**src/rtl/aha_tlx_hs_pkg.sv**
```systemverilog
// rtl/aha_tlx_hs_pkg.sv - shared types and constants for the TLX req/ack handshake sender
package aha_tlx_hs_pkg;

    // Sender handshake states
    typedef enum logic [1:0] {
        IDLE   = 2'd0,
        REQ_HI = 2'd1,
        REQ_LO = 2'd2
    } hs_state_e;

    // Fewest flops allowed on an asynchronous crossing
    localparam int unsigned SYNC_STAGES_MIN = 2;

endpackage

```
**src/rtl/aha_tlx_sync_ff.sv**
```systemverilog
// rtl/aha_tlx_sync_ff.sv - single-bit multi-flop synchronizer, async active-high reset to 0
module aha_tlx_sync_ff
    import aha_tlx_hs_pkg::*;
#(
    parameter int unsigned STAGES = SYNC_STAGES_MIN
) (
    input  logic clk,
    input  logic rst,
    input  logic d_in,
    output logic q_out
);

    logic [STAGES-1:0] sync_q;
    logic [STAGES-1:0] sync_d;

    // Shift the asynchronous input one stage deeper each clock
    always_comb begin
        sync_d = {sync_q[STAGES-2:0], d_in};
    end

    // Chain flops; every stage clears on reset
    always_ff @(posedge clk or posedge rst) begin
        if (rst) begin
            sync_q <= '0;
        end else begin
            sync_q <= sync_d;
        end
    end

    assign q_out = sync_q[STAGES-1];

endmodule

```
**src/rtl/aha_tlx_hs_sender.sv**
```systemverilog
// rtl/aha_tlx_hs_sender.sv - four-phase req/ack CDC sender; optional timeout via AHA_TLX_HS_TIMEOUT_EN
module aha_tlx_hs_sender
    import aha_tlx_hs_pkg::*;
#(
    parameter int unsigned WIDTH          = 32,
    parameter int unsigned SYNC_STAGES    = 2,
    parameter int unsigned TIMEOUT_CYCLES = 1024
) (
    input  logic             CLK,
    input  logic             RESET,
    input  logic             SEND_VALID,
    output logic             SEND_READY,
    input  logic [WIDTH-1:0] SEND_DATA,
    output logic [WIDTH-1:0] DATA_OUT,
    output logic             REQ_OUT,
    input  logic             ACK_IN,
    output logic             BUSY,
    output logic             DONE,
    output logic             TIMEOUT
);

    if (SYNC_STAGES < SYNC_STAGES_MIN || TIMEOUT_CYCLES < 1) begin : g_bad_cfg
        $error("aha_tlx_hs_sender: SYNC_STAGES must be >= 2 and TIMEOUT_CYCLES >= 1");
    end

    hs_state_e        state_q, state_d;
    logic [WIDTH-1:0] data_out_q, data_out_d;
    logic             req_q, req_d;
    logic             done_q, done_d;
    logic             ack_s;
    logic             send_ready;

    aha_tlx_sync_ff #(
        .STAGES (SYNC_STAGES)
    ) u_ack_sync (
        .clk   (CLK),
        .rst   (RESET),
        .d_in  (ACK_IN),
        .q_out (ack_s)
    );

    // A new word may only launch from IDLE once the far end has released its ack
    assign send_ready = (state_q == IDLE) && !ack_s;

`ifdef AHA_TLX_HS_TIMEOUT_EN
    localparam int unsigned CNT_W = $clog2(TIMEOUT_CYCLES + 1);

    logic [CNT_W-1:0] cnt_q, cnt_d;
    logic [CNT_W-1:0] cnt_inc;
    logic             cnt_hit;
    logic             timeout_q, timeout_d;

    assign cnt_inc = cnt_q + CNT_W'(1);
    assign cnt_hit = (state_q != IDLE) && (cnt_inc == CNT_W'(TIMEOUT_CYCLES));
`endif

    // Handshake sequencing: launch, wait for ack high, wait for ack low
    always_comb begin
        state_d    = state_q;
        data_out_d = data_out_q;
        req_d      = req_q;
        done_d     = 1'b0;
`ifdef AHA_TLX_HS_TIMEOUT_EN
        timeout_d  = timeout_q;
`endif
        case (state_q)
            IDLE: begin
                if (SEND_VALID && send_ready) begin
                    data_out_d = SEND_DATA;
                    req_d      = 1'b1;
                    state_d    = REQ_HI;
                end
            end
            REQ_HI: begin
                if (ack_s) begin
                    req_d   = 1'b0;
                    state_d = REQ_LO;
                end
            end
            REQ_LO: begin
                if (!ack_s) begin
                    done_d  = 1'b1;
                    state_d = IDLE;
                end
            end
            default: begin
                req_d   = 1'b0;
                state_d = IDLE;
            end
        endcase
`ifdef AHA_TLX_HS_TIMEOUT_EN
        // A stalled far end abandons the word; the sticky flag records it
        if (cnt_hit) begin
            req_d     = 1'b0;
            done_d    = 1'b0;
            timeout_d = 1'b1;
            state_d   = IDLE;
        end
`endif
    end

`ifdef AHA_TLX_HS_TIMEOUT_EN
    // Wait-time counter restarts on every state change and runs only mid-handshake
    always_comb begin
        cnt_d = cnt_q;
        if (state_d != state_q) begin
            cnt_d = '0;
        end else if (state_q != IDLE) begin
            cnt_d = cnt_inc;
        end
    end
`endif

    // State and output registers; reset drops REQ immediately and discards the word
    always_ff @(posedge CLK or posedge RESET) begin
        if (RESET) begin
            state_q    <= IDLE;
            data_out_q <= '0;
            req_q      <= 1'b0;
            done_q     <= 1'b0;
`ifdef AHA_TLX_HS_TIMEOUT_EN
            cnt_q      <= '0;
            timeout_q  <= 1'b0;
`endif
        end else begin
            state_q    <= state_d;
            data_out_q <= data_out_d;
            req_q      <= req_d;
            done_q     <= done_d;
`ifdef AHA_TLX_HS_TIMEOUT_EN
            cnt_q      <= cnt_d;
            timeout_q  <= timeout_d;
`endif
        end
    end

    assign SEND_READY = send_ready;
    assign DATA_OUT   = data_out_q;
    assign REQ_OUT    = req_q;
    assign BUSY       = (state_q != IDLE);
    assign DONE       = done_q;
`ifdef AHA_TLX_HS_TIMEOUT_EN
    assign TIMEOUT    = timeout_q;
`else
    assign TIMEOUT    = 1'b0;
`endif

endmodule
```
**config.mk**
```make
export PLATFORM = sky130hd
export DESIGN_NAME = aha_tlx_hs_sender
export DESIGN_NICKNAME = d
export VERILOG_FILES = /design/src/rtl/aha_tlx_hs_pkg.sv /design/src/rtl/aha_tlx_sync_ff.sv /design/src/rtl/aha_tlx_hs_sender.sv
export SDC_FILE = /design/constraint.sdc
export NUM_CORES = 1
export LEC_CHECK = 0
export ABC_AREA = 1
export BUFFER_PORTS_ARGS = -buffer_cell sky130_fd_sc_hd__clkbuf_2
export CORE_MARGIN = 10
export CORE_UTILIZATION = 35
export DETAILED_ROUTE_END_ITERATION = 8
export SLEW_MARGIN = 20
export SYNTH_ARGS = -nofsm -noshare
export SYNTH_HDL_FRONTEND = slang
export SYNTH_SLANG_ARGS = --single-unit
```
**constraint.sdc**
```tcl
create_clock -name CLK -period 1.37 [get_ports CLK]
set_clock_uncertainty 0.2 [all_clocks]
set_input_delay 0.2055 -clock CLK [delete_from_list [all_inputs] [get_ports CLK]]
set_output_delay 0.2055 -clock CLK [all_outputs]
set_load 0.02 [all_outputs]
```
==> reports/metrics.cfg <==
[status]
outcome = finished with violations
violations = negative setup slack

[timing]
fin_ws_ns = -0.1138
whs_ns = 0.1364
fin_crit_ns = 1.484
fmax_mhz = 673.9
hold_viol = 0
finalMaxSlewViolations = 0
post-route-period-util_pct = 108.3
setup-violations-final = 2
rsz0062_at_grt = true

[worst_setup_path]
cp.arrival_ns = 1.08
path_max_fanout = 2
critPathKind = register to output port
cp-end-kind = output port
start_kind = register
critPathRequiredTime_ns = 0.96

[logic_synthesis]
syn_nets = 201
ys_seq_area_share_pct = 60.56
yosys.area.top_type = dfrtp_1
ys_seq_elements = 38
synth.avg_cell_area_sq_um = 9.517
syn-cell-area_sq_um = 1570
yosys_warnings = 0
synth_top_area_share_pct = 60.56
synthDistinctLibCells = 15
ys_top_cells_by_area = dfrtp_1, nand2_1, nand4_1
syn-instance-count = 165

[clocking]
clock_path_buffers = 2
tritoncts = built
clock_latency_ns = 0.28
cts_buffers = 5
cts.htree.levels = 2
path_clk_slew_ns = 0.07
cts_sinks = 38
clock-root-buffer = clkbuf_8

[power_and_ir_drop]
power_density_nw_per_um2 = 1515
comb_power_share_pct = 38.8
ir_drop_mv = 0.7563
p_total_mw = 3.757
p_seq_share_pct = 42.5
leakagePower_nw = 1.355
pwr-share-clk_pct = 18.8
p_int_mw = 2.325
switching_power_mw = 1.431
switching_share_pct = 38.10

[routing]
drt_iter0_markers = 49
wire_per_inst_um = 14.75
drt_pass1_iterations = 4
drc_errors = 0
ant_nets = 0
routed_wl_um = 4883
vias = 1543
vias_per_cell = 4.662

[grt]
grt_max_degree = 26
antenna_found_initial = 1
overflow = 0
grt_pass1_wl_um = 7928
grt_use_total_pct = 12.99
grt_pass1_vias = 1597

[finish]
final_nets = 313
syn_to_final_growth_pct = 57.93
final_common_cell = clkbuf_2
stdcell_count = 331
mostFrequentLayoutCells = clkbuf_2, nand2_1, dfrtp_1
drive_gt1_share_pct = 34.30
stdcell_area_sq_um = 2480
fillCellCount = 395

[place]
numPortBuffers = 71
gp_congestion = 0.7136
postPlaceCellArea_sq_um = 2011
place_ws_ns = 0.05842
placed_cells = 285
dp_hpwl_um = 3371

[die]
die_area_sq_um = 7566
coreArea_sq_um = 4354
start_util_pct = 36.06
fp-row-count = 24
top_level_ports = 73
die_w_um = 86.98
die_h_um = 86.98

[flow_run]
drv_cap = 0

[worst_hold_path]
hold_class = input port to register

==> critical path, cell delays in order, from the launching register on <==
cell	delay [ns]
dfrtp_1	0.40
nor2_4	0.12
inv_2	0.05
nor2_2	0.08
clkbuf_8	0.15
==> layer usage <==
layer	share of wire [%]	routed length, um	up-vias	global-route usage (%)
li1	-	-	774	-
met1	40	1958	719	14.59
met2	53	2581	44	21.79
met3	5.4	265	6	3.745
met4	1.6	78	0	6.627
met5	0	0	-	0
==> registers in the layout (all words and copies together) (netlist names) <==
register           count
u_ack_sync.sync_q      2
REQ_OUT                1
state_q                2
DONE                   1
DATA_OUT              32
==> synth_stat cells <==
| master | count |
|---|---|
| o21ai_0 | 2 |
| a21oi_1 | 1 |
| buf_6 | 3 |
| buf_4 | 1 |
| dfrtp_1 | 38 |
| inv_1 | 4 |
| buf_2 | 9 |
| nand2_1 | 68 |
| nand4_1 | 32 |
| nor2_4 | 1 |
| nand3_4 | 1 |
| clkbuf_1 | 1 |
| nor2_1 | 2 |
| inv_2 | 1 |
| conb_1 | 1 |
==> cells by family after synthesis <==
kind of cell    Yosys count  share of synthesized area, %
simple gates            104                         31.31
other cells               1                        0.2388
compound gates            3                        0.9559
buf+inv                  19                         6.931
flops                    38                         60.56
==> power by group through the flow <==
stage               clock [mW]  sequential (mW)  combinational [mW]
floorplan                    0             1.98               0.438
global placement             0             1.61                1.33
detailed placement           0             1.61                1.35
CTS                      0.732             1.60                1.47
global route             0.780             1.64                1.59
finish                   0.705             1.59                1.46
==> path summary, 6_finish.rpt <==
kind	startpoint	end	slack, ns	cells past startpoint
min in group asynchronous	RESET	DATA_OUT[12]	0.29	4
worst min-delay path	SEND_VALID	DATA_OUT[27]	0.14	3
worst max register to register	state_q[1]	DATA_OUT[23]	0.03	6
max in group asynchronous	RESET	DATA_OUT[23]	0.37	4
worst max-delay path	state_q[1]	SEND_READY	-0.11	4
worst min register to register	u_ack_sync.sync_q[0]	u_ack_sync.sync_q[1]	0.16	0
==> final cells by class <==
type / count / area, sq um / share of cell area, %
diodes: 2 / 5.005 / 0.2018
clock buffers: 7 / 76.32 / 3.078
inverters: 5 / 18.77 / 0.7568
multi-input cells: 108 / 513.0 / 20.69
flip-flops and latches: 38 / 950.9 / 38.35
well taps: 52 / 65.06 / 2.624
repair buffers: 119 / 850.8 / 34.31
==> what timing repair did <==
action	4_1_cts	5_1_grt
gates resized for setup	5	2
hold buffers	34	0
hold endpoints to repair	71	0
setup buffers	3	0
setup endpoints to repair	2	30
pin swaps	1	0
==> through the flow <==
step | TNS [ns] | util (%)
after global routing | -1.051 | 56.90
after floorplan | 0 | -
final | -0.1460 | 56.95
after global placement | 0 | 46.18
after detailed placement | 0 | 46.18
after CTS | -0.1727 | 56.67
Power figures use the tool's default switching activity.
